<file path="src/rtl/trivium_rand_arbiter.sv">
// trivium_rand_arbiter
//
// Round-robin scheduler that shares one Trivium-based random-word source among
// several masked-datapath consumers. Sequences the source's seed and step
// strobes, enforces a per-seed word budget with automatic reseed, and hands
// each freshly stepped word to exactly one requester.
//
// Ports:
//   clk         clock, rising edge
//   RST         asynchronous active-high reset
//   budget      words allowed per seed (0 = unlimited), sampled when seeding ends
//   reseed_req  level request to reseed at the next arbitration cycle
//   src_start   seed/restart strobe to the source (SEED state)
//   src_ready   source seeded indication
//   src_enable  step strobe to the source (STEP state)
//   src_data    source output word, fresh the cycle after src_enable
//   req         level requests, held until the matching rvalid
//   grant       registered one-hot grant, high during STEP and DELIVER
//   rvalid      registered one-cycle delivery pulse
//   rdata       registered delivered word, held until the next delivery
//   words_left  remaining budget for the current seed
//   busy        high in every state except ARB
module trivium_rand_arbiter #(
    parameter int unsigned N_REQ  = 4,
    parameter int unsigned DATA_W = 128,
    parameter int unsigned CNT_W  = 27
) (
    input  logic              clk,
    input  logic              RST,
    input  logic [CNT_W-1:0]  budget,
    input  logic              reseed_req,
    output logic              src_start,
    input  logic              src_ready,
    output logic              src_enable,
    input  logic [DATA_W-1:0] src_data,
    input  logic [N_REQ-1:0]  req,
    output logic [N_REQ-1:0]  grant,
    output logic [N_REQ-1:0]  rvalid,
    output logic [DATA_W-1:0] rdata,
    output logic [CNT_W-1:0]  words_left,
    output logic              busy
);

    localparam int unsigned PtrW  = (N_REQ > 1) ? $clog2(N_REQ) : 1;
    // One extra bit so ptr + offset can be wrapped without overflow.
    localparam int unsigned CandW = PtrW + 1;
    localparam logic [CandW-1:0] NReqW = CandW'(N_REQ);

    typedef enum logic [2:0] {
        StIdle,
        StSeed,
        StWaitSeed,
        StArb,
        StStep,
        StDeliver
    } state_e;

    state_e state_q, state_d;

    logic [PtrW-1:0]   ptr_q;
    logic [PtrW-1:0]   gnt_idx_q;
    logic [CNT_W-1:0]  budget_q;
    logic [CNT_W-1:0]  words_left_q;
    logic [N_REQ-1:0]  grant_q;
    logic [N_REQ-1:0]  rvalid_q;
    logic [DATA_W-1:0] rdata_q;

    logic              limited;
    logic              exhausted;
    logic              pick_found;
    logic [PtrW-1:0]   pick_idx;
    logic [N_REQ-1:0]  pick_oh;
    logic [CandW-1:0]  cand;
    logic [CandW-1:0]  ptr_inc;
    logic              arb_grant;

    // Budget captured at seed time decides whether words_left is enforced.
    assign limited   = (budget_q != '0);
    assign exhausted = limited && (words_left_q == '0);

    // First set request at or above ptr, wrapping modulo N_REQ.
    always_comb begin : rr_pick
        pick_found = 1'b0;
        pick_idx   = '0;
        pick_oh    = '0;
        cand       = '0;
        for (int unsigned i = 0; i < N_REQ; i++) begin
            cand = {1'b0, ptr_q} + CandW'(i);
            if (cand >= NReqW) begin
                cand = cand - NReqW;
            end
            if (!pick_found && req[cand[PtrW-1:0]]) begin
                pick_found                = 1'b1;
                pick_idx                  = cand[PtrW-1:0];
                pick_oh[cand[PtrW-1:0]]   = 1'b1;
            end
        end
    end

    // Pointer moves just past the index being served so it drops to lowest priority.
    always_comb begin : ptr_next
        ptr_inc = {1'b0, gnt_idx_q} + CandW'(1);
        if (ptr_inc >= NReqW) begin
            ptr_inc = '0;
        end
    end

    assign arb_grant = !reseed_req && !exhausted && pick_found;

    // State register
    always_ff @(posedge clk or posedge RST) begin
        if (RST) begin
            state_q <= StIdle;
        end else begin
            state_q <= state_d;
        end
    end

    // Next-state logic
    always_comb begin
        state_d = state_q;
        unique case (state_q)
            StIdle:     state_d = StSeed;
            StSeed:     state_d = StWaitSeed;
            StWaitSeed: begin
                if (src_ready) begin
                    state_d = StArb;
                end
            end
            StArb: begin
                if (reseed_req || exhausted) begin
                    state_d = StSeed;
                end else if (pick_found) begin
                    state_d = StStep;
                end
            end
            StStep:     state_d = StDeliver;
            StDeliver:  state_d = StArb;
            default:    state_d = StIdle;
        endcase
    end

    // Strobes decode from the state register only.
    always_comb begin
        src_start  = (state_q == StSeed);
        src_enable = (state_q == StStep);
        busy       = (state_q != StArb);
    end

    // Datapath registers
    always_ff @(posedge clk or posedge RST) begin
        if (RST) begin
            ptr_q        <= '0;
            gnt_idx_q    <= '0;
            budget_q     <= '0;
            words_left_q <= '0;
            grant_q      <= '0;
            rvalid_q     <= '0;
            rdata_q      <= '0;
        end else begin
            rvalid_q <= '0;
            unique case (state_q)
                StWaitSeed: begin
                    if (src_ready) begin
                        budget_q     <= budget;
                        words_left_q <= budget;
                    end
                end
                StArb: begin
                    if (arb_grant) begin
                        grant_q   <= pick_oh;
                        gnt_idx_q <= pick_idx;
                    end
                end
                StStep: begin
                    if (limited && (words_left_q != '0)) begin
                        words_left_q <= words_left_q - CNT_W'(1);
                    end
                end
                StDeliver: begin
                    rdata_q  <= src_data;
                    rvalid_q <= grant_q;
                    grant_q  <= '0;
                    ptr_q    <= ptr_inc[PtrW-1:0];
                end
                default: ;
            endcase
        end
    end

    assign grant      = grant_q;
    assign rvalid     = rvalid_q;
    assign rdata      = rdata_q;
    assign words_left = words_left_q;

endmodule

</file>
<file path="config.mk">
export PLATFORM = sky130hd
export DESIGN_NAME = trivium_rand_arbiter
export DESIGN_NICKNAME = d
export VERILOG_FILES = /design/src/rtl/trivium_rand_arbiter.sv
export SDC_FILE = /design/constraint.sdc
export NUM_CORES = 1
export LEC_CHECK = 0
export CAP_MARGIN = 20
export CELL_PAD_IN_SITES_DETAIL_PLACEMENT = 0
export CELL_PAD_IN_SITES_GLOBAL_PLACEMENT = 1
export CORE_MARGIN = 4
export CORE_UTILIZATION = 37
export CTS_CLUSTER_SIZE = 25
export DETAILED_ROUTE_END_ITERATION = 12
export PLACE_DENSITY_LB_ADDON = 0.1
export SKIP_CTS_REPAIR_TIMING = 1
export SYNTH_ARGS = -nofsm -noshare
export SYNTH_HDL_FRONTEND = slang
export SYNTH_SLANG_ARGS = --single-unit
</file>
<file path="constraint.sdc">
create_clock -name clk -period 15.62 [get_ports clk]
set_input_delay 2.343 -clock clk [delete_from_list [all_inputs] [get_ports clk]]
set_output_delay 2.343 -clock clk [all_outputs]
set_load 0.01 [all_outputs]
</file>
==> flow_summary.ini <==
[synthesis]
yosys.area_share.xor_xnor = 0
synth_fa_ha_area_frac = 0.0143
synth-compound-area-share = 0.0860
ys.flop_type = dfrtp_1
avgSynthCellArea_um2 = 11.8
yosysSeqAreaShare = 0.564
synth_seq_cells = 197
synth_top_family_by_area = multiplexers
synth_nets = 911
synth_edf_count = 0
synthSimpleGateAreaFrac = 0.122
async_flop_share = 1.00
synth_warnings = 0
muxShareOfSynthArea = 0.186
synthCells = 738
synth_cell_types = 52
syn_area_um2 = 8730

[sta]
slew_violations = 0
clock_skew_ps = 16.0
setup_viol = 0
tightest_slew_ps = 1120
max-slew-margin-rel = 0.253
finalHoldViolations = 0
fmax_ghz = 0.177
rsz0062_at_grt = false
setup-tns-final_ps = 0
min_period_ps = 5650
post-route-period-util = 0.361

[floorplanning]
fp.dieH_um = 162
fp-row-count = 55
io_pins = 329
core_um2 = 22900
initial_core_util = 0.381
dieArea_um2 = 26100
die_w_um = 162

[pwr]
p_sw_frac = 0.342
powerDensity_nw_per_um2 = 198
combPwrFrac = 0.456
intPower_w = 0.00168
p_leak_nw = 5.38
power.share.sequential = 0.370
peakVddDrop_mv = 0.0715
p_clk_frac = 0.174
switchingPower_w = 0.000872

[cts]
clkSinkCount = 197
cts_tree = yes
clk_latency_ps = 440
cts.htree.levels = 4
cts_made_buffers = 17
root_buffer = clkbuf_16
clk_pin_slew_ps = 70
clock_path_buffers = 2

[final_layout]
area.growth.synth_to_final_pct = 47.4
final_core_util = 0.562
num_antenna_cells = 0
final_cell_mix = clkdlybuf4s50_1 (328), dfrtp_1 (197), mux2_2 (130)
layout-drive-gt1-share = 0.170
finalNetCount = 1216
layout_commonest_cell = clkdlybuf4s50_1

[global_routing]
grt_max_degree = 125
grt_use_total = 0.206
grt_pass1_wl_um = 41700
grt_pass1_vias = 6729
gr-total-overflow = 0
antenna_found_initial = 0

[setup_path]
critical_path_class = reg -> out
cp.arrival_ps = 3300
worstPathRequired_ps = 13280
cp-end-kind = output pin
critPathMaxFanout = 51
startpoint_type = register

[detailed_routing]
vias = 6903
route.detailed.wl_per_inst_um = 20.0
dr.pass1.iters = 5
wirelength_um = 27400
drt_iter0_drc = 324
drc = 0
vias_per_cell = 5.04
drtAntennaViolNets = 0

[run]
drv.max_cap_violation_count = 0

[place]
dp_hpwl_um = 20200
io_buffers = 328
gp_congestion = 0.804

[run_status]
status = complete, no violations

[hold_path]
hold_path.class = reg -> reg
==> synth_stat cells, types with 9 or more instances <==
cell | count | area, µm²
nor2_1 | 25 | 93.8
o21ai_0 | 10 | 50.1
nor4_1 | 14 | 87.6
mux2i_1 | 9 | 90.1
inv_1 | 11 | 41.3
dfrtp_1 | 197 | 4930
o221ai_1 | 23 | 201
mux2_2 | 130 | 1460
o211ai_1 | 10 | 75.1
a21oi_1 | 17 | 85.1
nand3_1 | 14 | 70.1
clkbuf_1 | 37 | 139
nor3_1 | 13 | 65.1
nand2_1 | 127 | 477
ha_1 | 10 | 125
==> sequential cells by signal, indices dropped and copies added (netlist names) <==
register    count
budget_q       27
rvalid          4
ptr_q           2
grant           4
words_left     27
gnt_idx_q       2
rdata         128
state_q         3
==> per-stage QoR <==
stage	cell area (µm²)	total power (W)	hold WS [ps]	setup slack (ps)	instances
after floorplan	8730	0.00149	446	7910	738
after global placement	12300	0.00210	463	10440	1337
after detailed placement	12300	0.00213	465	10470	1337
after CTS	12900	0.00258	483	9990	1369
after global routing	12900	0.00272	510	9790	1369
final	12900	0.00255	483	9970	1369
==> layout make-up <==
| cell class | count | area, µm² |
|---|---|---|
| Inverter | 11 | 48.8 |
| Fill cell | 1969 | 10000 |
| Multi-Input combinational cell | 483 | 3590 |
| Timing Repair Buffer | 333 | 3320 |
| Tap cell | 313 | 392 |
| Clock buffer | 19 | 433 |
| Sequential cell | 197 | 4930 |
| Clock inverter | 13 | 159 |
==> worst paths after layout <==
path,start,endpoint,slack [ps],depth (start not counted)
worst max-delay path,state_q[1],src_enable,9970,3
worst min-delay path,budget_q[22],budget_q[22],480,2
worst max register to register,state_q[1],words_left[3],11660,5
worst min register to register,budget_q[22],budget_q[22],480,2
max in group asynchronous,RST,rdata[110],11620,3
min in group asynchronous,RST,rdata[79],2510,2
==> critical path: stages (launching register included) <==
cell	delay, ps
dfrtp_1	490
or3b_2	890
inv_1	790
clkdlybuf4s50_1	680
==> metal layers <==
metal	share of wire	wire length (µm)	track usage	vias up
met5	0	0	0	-
met4	0.018	481	0.0569	0
met3	0.065	1780	0.0457	31
met2	0.48	13200	0.334	267
met1	0.43	11900	0.280	3334
li1	-	-	-	3271
==> kinds of logic after synthesis <==
kind of cell             count (synthesis)
buffers and inverters                   58
adder cells (fa/ha/maj)                 10
AO/OA/AOI/OAI                          100
multiplexers                           143
flip-flops                             197
AND/OR/NAND/NOR                        230
==> power by group through the flow <==
| stage | logic (W) | clock network (W) | registers [W] |
|---|---|---|---|
| after floorplan | 0.000476 | 0 | 0.00102 |
| after global placement | 0.00116 | 0 | 0.000942 |
| after detailed placement | 0.00117 | 0 | 0.000953 |
| after CTS | 0.00117 | 0.000458 | 0.000943 |
| after global routing | 0.00126 | 0.000479 | 0.000984 |
| final | 0.00116 | 0.000445 | 0.000943 |
(Power assumes the default switching activity.)
